File: src/rtl/core_pkg.sv
// Shared constants and state type for the program-counter sequencer.
// Pure declarations; no logic or latency.
// No flow control; consumers import the widths they need.
package core_pkg;

    localparam int PC_W  = 10;   // program counter / LUT target width
    localparam int LA_W  = 5;    // LUT pointer width
    localparam int CNT_W = 16;   // retired-instruction counter width

    typedef enum logic [1:0] {
        IDLE   = 2'd0,
        ARMED  = 2'd1,
        RUN    = 2'd2,
        HALTED = 2'd3
    } pcseq_state_t;

endpackage

File: src/rtl/pc_sequencer.sv
// PC sequencer: owns the PC, run/halt handshake and retired-instruction count.
// Latency: one cycle for PC, Done, Busy and InstrCnt; LutAddr is a combinational pass-through.
// Backpressure: Stall freezes PC and count; Halt is deferred until Stall drops.
module pc_sequencer
    import core_pkg::*;
(
    input  logic             Clk,
    input  logic             Reset,
    input  logic             Start,
    input  logic             Halt,
    input  logic             BranchEn,
    input  logic             Taken,
    input  logic             BranchAbs,
    input  logic [LA_W-1:0]  LutSel,
    input  logic [PC_W-1:0]  LutTarget,
    input  logic             Stall,
    output logic [LA_W-1:0]  LutAddr,
    output logic [PC_W-1:0]  ProgCtr,
    output logic             Done,
    output logic             Busy,
    output logic [CNT_W-1:0] InstrCnt
);

    localparam logic [CNT_W-1:0] CNT_MAX = {CNT_W{1'b1}};

    pcseq_state_t     state_q, state_d;
    logic [PC_W-1:0]  pc_q,    pc_d;
    logic [CNT_W-1:0] cnt_q,   cnt_d;
    logic             done_q,  done_d;
    logic             busy_q,  busy_d;
    logic [CNT_W-1:0] cnt_inc;

    // The LUT sits beside the sequencer, so the target must be usable in the same cycle.
    assign LutAddr  = LutSel;
    assign ProgCtr  = pc_q;
    assign Done     = done_q;
    assign Busy     = busy_q;
    assign InstrCnt = cnt_q;

    // Next-state, next-PC mux and saturating retire counter.
    always_comb begin
        state_d = state_q;
        pc_d    = pc_q;
        cnt_d   = cnt_q;
        cnt_inc = (cnt_q == CNT_MAX) ? cnt_q : cnt_q + CNT_W'(1);

        case (state_q)
            IDLE: begin
                pc_d  = '0;
                cnt_d = '0;
                if (Start) state_d = ARMED;
            end
            ARMED: begin
                pc_d  = '0;
                cnt_d = '0;
                if (!Start) state_d = RUN;
            end
            RUN: begin
                if (Start) begin
                    // A restart abandons the current program outright.
                    state_d = ARMED;
                    pc_d    = '0;
                    cnt_d   = '0;
                end else if (Stall) begin
                    // Instruction still in progress: hold everything.
                    state_d = RUN;
                end else if (Halt) begin
                    // PC stays on the DONE instruction; it still counts as retired.
                    state_d = HALTED;
                    cnt_d   = cnt_inc;
                end else begin
                    cnt_d = cnt_inc;
                    if (BranchEn && Taken) begin
                        // Relative add wraps naturally at PC_W bits, which sign-extends the offset.
                        pc_d = BranchAbs ? LutTarget : pc_q + LutTarget;
                    end else begin
                        pc_d = pc_q + PC_W'(1);
                    end
                end
            end
            HALTED: begin
                if (Start) begin
                    state_d = ARMED;
                    pc_d    = '0;
                    cnt_d   = '0;
                end
            end
            default: begin
                state_d = IDLE;
                pc_d    = '0;
                cnt_d   = '0;
            end
        endcase

        // Status flags follow the state they are about to report, so they update on the same edge.
        done_d = (state_d == HALTED);
        busy_d = (state_d == RUN);
    end

    // State, PC, count and status registers; reset is asynchronous and discards any run.
    always_ff @(posedge Clk or posedge Reset) begin
        if (Reset) begin
            state_q <= IDLE;
            pc_q    <= '0;
            cnt_q   <= '0;
            done_q  <= 1'b0;
            busy_q  <= 1'b0;
        end else begin
            state_q <= state_d;
            pc_q    <= pc_d;
            cnt_q   <= cnt_d;
            done_q  <= done_d;
            busy_q  <= busy_d;
        end
    end

endmodule
File: config.mk
export PLATFORM = sky130hd
export DESIGN_NAME = pc_sequencer
export DESIGN_NICKNAME = d
export VERILOG_FILES = /design/src/rtl/core_pkg.sv /design/src/rtl/pc_sequencer.sv
export SDC_FILE = /design/constraint.sdc
export NUM_CORES = 1
export LEC_CHECK = 0
export CORE_MARGIN = 2
export CORE_UTILIZATION = 54
export DETAILED_ROUTE_END_ITERATION = 16
export PLACE_DENSITY = 0.93
export RECOVER_POWER = 25
export SLEW_MARGIN = 40
export SYNTH_ARGS = -nofsm -noshare
export SYNTH_HDL_FRONTEND = slang
export SYNTH_SLANG_ARGS = --single-unit
File: constraint.sdc
create_clock -name Clk -period 5.09 [get_ports Clk]
set_input_delay 1.2725 -clock Clk [delete_from_list [all_inputs] [get_ports Clk]]
set_output_delay 1.2725 -clock Clk [all_outputs]
set_load 0.02 [all_outputs]
==> summary.txt <==
Final layout
  – Final instance area: 2790 um^2
  – Area Growth Syn to Fin: 23.8%
  – Filler cell count: 311
  – Register area: 751 um^2
  – ANT cells: 0
  – Fin nets: 349
  – Commonest non-fill, non-tap cell in the layout: clkdlybuf4s50_1
  – Share of layout cells above drive strength 1: 0.0449
  – Commonest cells after routing, fill and taps aside: 44 x clkdlybuf4s50_1, 30 x dfrtp_1, 27 x nor2_1, 27 x o21ai_0, 22 x nand2_1
  – Area of the multi-input gates: 1370 um^2
  – Post-Layout Cell Count: 362

Timing
  – Crit share post-route: 0.656
  – Final setup margin: 1.75 ns
  – Skew final: 0.00595 ns
  – Tmin final: 3.34 ns
  – Worst-margin pin slew: 1.64 ns
  – Worst slew margin: -0.0928
  – Final setup TNS: 0 ns
  – # setup viols final: 0
  – Final hold vios: 0
  – Fin. max-slew vios: 31
  – Fmax: 299 MHz
  – RSZ-0062 raised after global routing: no

Routing
  – DRT iter0 DRCs: 193
  – WL/cell: 14.8 um
  – Residual DRC count: 0
  – Routed via count: 2185
  – DRT Pass-1 Iters: 4
  – Antenna viol nets, final: 0
  – Total Routed Length: 5.36 mm
  – Vias/cell: 6.04

Logic synthesis
  – Post-synth top area cell: dfrtp_1
  – Mapped cell area: 2250 um^2
  – Post-synth EDFFs: 0
  – Synthesized net count: 312
  – Mapped Cells: 274
  – Synth cell types: 52
  – Synth Flop Type: dfrtp_1
  – Largest cells by area after synthesis: dfrtp_1 33%, ha_1 7.8%, o21ai_0 6.0%
  – Synthesized area per cell: 8.21 um^2
  – Post-synth top area share: 0.334
  – Number of synthesized register bits: 30
  – YS warnings: 0
  – Register area share after synthesis: 0.334
  – Post-synth ARST share: 1.00

Worst setup path
  – R2R setup slack: 2.74 ns
  – Worst R2R End: ProgCtr[6]
  – Setup crit end kind: flop
  – CP Data Arrival Time: 3.56 ns
  – Crit Path Class: in -> reg
  – Worst Path Required: 5.31 ns
  – Worst-case reg-to-reg path depth: 10
  – RR Startpoint: ProgCtr[0]
  – CP max FO: 2
  – CP Launch Type: input port

Outcome
  – Run status: finished with violations
  – Failing checks: capacitance limit, slew limit

CTS
  – Root Buffer: clkbuf_8
  – PostCTS Resize Cnt: 0
  – Post-CTS setup buffer count: 0
  – Reg clk slew, reported paths: 0.06 ns
  – Maximum buffer depth of the clock tree: 2
  – Hold-fix buffer count after cts: 0
  – CTS tree: built
  – Worst-Skew Late Latency: 0.29 ns
  – Total CTS buffers: 5
  – CTS sink cnt: 30
  – H-tree levels: 2

Power
  – PD cells: 287 nW/um^2
  – Max VDD drop: 0.000338 V
  – Leakage power total: 1.20 nW

GRT
  – First-pass GRT wire length: 8.56 mm
  – Congestion Overflow GR: 0
  – Pin count of the biggest net entering global routing: 31
  – Initial antenna violation count: 0
  – GRT Total Usage: 0.244
  – Vias in the first global route: 1929

Worst hold path
  – Worst Hold Launch: InstrCnt[10]
  – HP Class: reg -> reg
  – Min-Delay Path Depth: 1
  – Worst Hold Endpoint: InstrCnt[10]

Placed design
  – Post-DP Area: 2680 um^2
  – IO Port Bufs: 45
  – Pre-CTS setup slack: 1.47 ns
  – Dpl cells: 354
  – Post-DP HPWL: 3.99 mm
  – GP Congestion: 0.820

Floorplanning
  – Die Wd: 68.6 um
  – I/O Pins: 56
  – Core Box Area: 4000 um^2
  – Initial Util: 0.563
  – Row cnt: 23
  – Die H: 68.6 um
  – Die area: 4700 um^2

Job
  – Max Cap Viol: 1
## layout make-up
cell class,count,area share
Timing Repair Buffer,46,0.163
Inverter,12,0.0162
Clock inverter,1,0.0108
Clock buffer,7,0.0274
Tap cell,50,0.0225
Multi-Input combinational cell,216,0.491
Sequential cell,30,0.269
## report_power, final
part           internal (mW)  leakage [nW]  switching, mW  total (mW)
combinational          0.114         0.734          0.163       0.277
sequential             0.259         0.414         0.0257       0.285
clock                  0.146        0.0524         0.0917       0.238
## kinds of logic (layout without fill, tap and decap cells)
family	count (synthesis)	count (layout)	synth area share
AO/OA/AOI/OAI	94	94	0.264
multiplexers	1	1	0.00445
adder cells (fa/ha/maj)	15	15	0.0867
flip-flops	30	30	0.334
buffers and inverters	28	66	0.0589
XOR/XNOR	11	11	0.0428
AND/OR/NAND/NOR	95	95	0.210
## Yosys cell counts (all sizes together), types with 2 or more instances
| cell type | number |
|---|---|
| a21o | 2 |
| a21oi | 12 |
| a22oi | 2 |
| a31oi | 9 |
| and2 | 3 |
| and3 | 9 |
| buf | 10 |
| clkbuf | 6 |
| dfrtp | 30 |
| ha | 14 |
| inv | 12 |
| nand2 | 22 |
| nand2b | 2 |
| nand3 | 13 |
| nand4 | 4 |
| nor2 | 28 |
| nor2b | 2 |
| nor3 | 5 |
| nor3b | 2 |
| o211ai | 2 |
| o21a | 3 |
| o21ai | 45 |
| o22ai | 2 |
| o31ai | 6 |
| or3 | 2 |
| xnor2 | 5 |
| xor2 | 6 |
## per-layer routing
layer | up-vias | GRT usage | share of wire
met2 | 75 | 0.407 | 0.49
met1 | 1031 | 0.305 | 0.43
li1 | 1065 | - | -
met5 | - | 0 | 0
met4 | 0 | 0.115 | 0.022
met3 | 14 | 0.0422 | 0.052
## through the flow
stage | total power [mW] | hold WS, ns | utilization
6_report | 0.800 | 0.500 | 0.697
5_1_grt | 0.844 | 0.537 | 0.697
4_1_cts | 0.802 | 0.499 | 0.698
3_5_place_dp | 0.565 | 0.486 | 0.671
3_3_place_gp | 0.554 | 0.483 | 0.671
2_1_floorplan | 0.490 | 0.577 | -
## how the worst max path moves through the flow
stage / endpoint / cells past startpoint / startpoint
after floorplan: ProgCtr[6] / 10 / LutTarget[0]
final: ProgCtr[6] / 11 / LutTarget[0]
after detailed placement: ProgCtr[6] / 11 / LutTarget[0]
after global routing: ProgCtr[6] / 11 / LutTarget[0]
after global placement: ProgCtr[6] / 11 / LutTarget[0]
after CTS: ProgCtr[6] / 11 / LutTarget[0]
## flip-flops by register name (all words and copies together) (netlist names)
register	cells
state_q	2
Done	1
InstrCnt	16
ProgCtr	10
Busy	1
## critical path: stages
cell             delay (ns)
clkdlybuf4s50_1        0.48
ha_1                   0.16
inv_1                  0.05
fa_1                   0.38
nand2b_1               0.18
a21oi_1                0.27
o21a_1                 0.17
nor3_1                 0.05
o31ai_1                0.26
a31oi_1                0.13
o21ai_1                0.14
No activity file was read; power rests on OpenSTA's default activity.
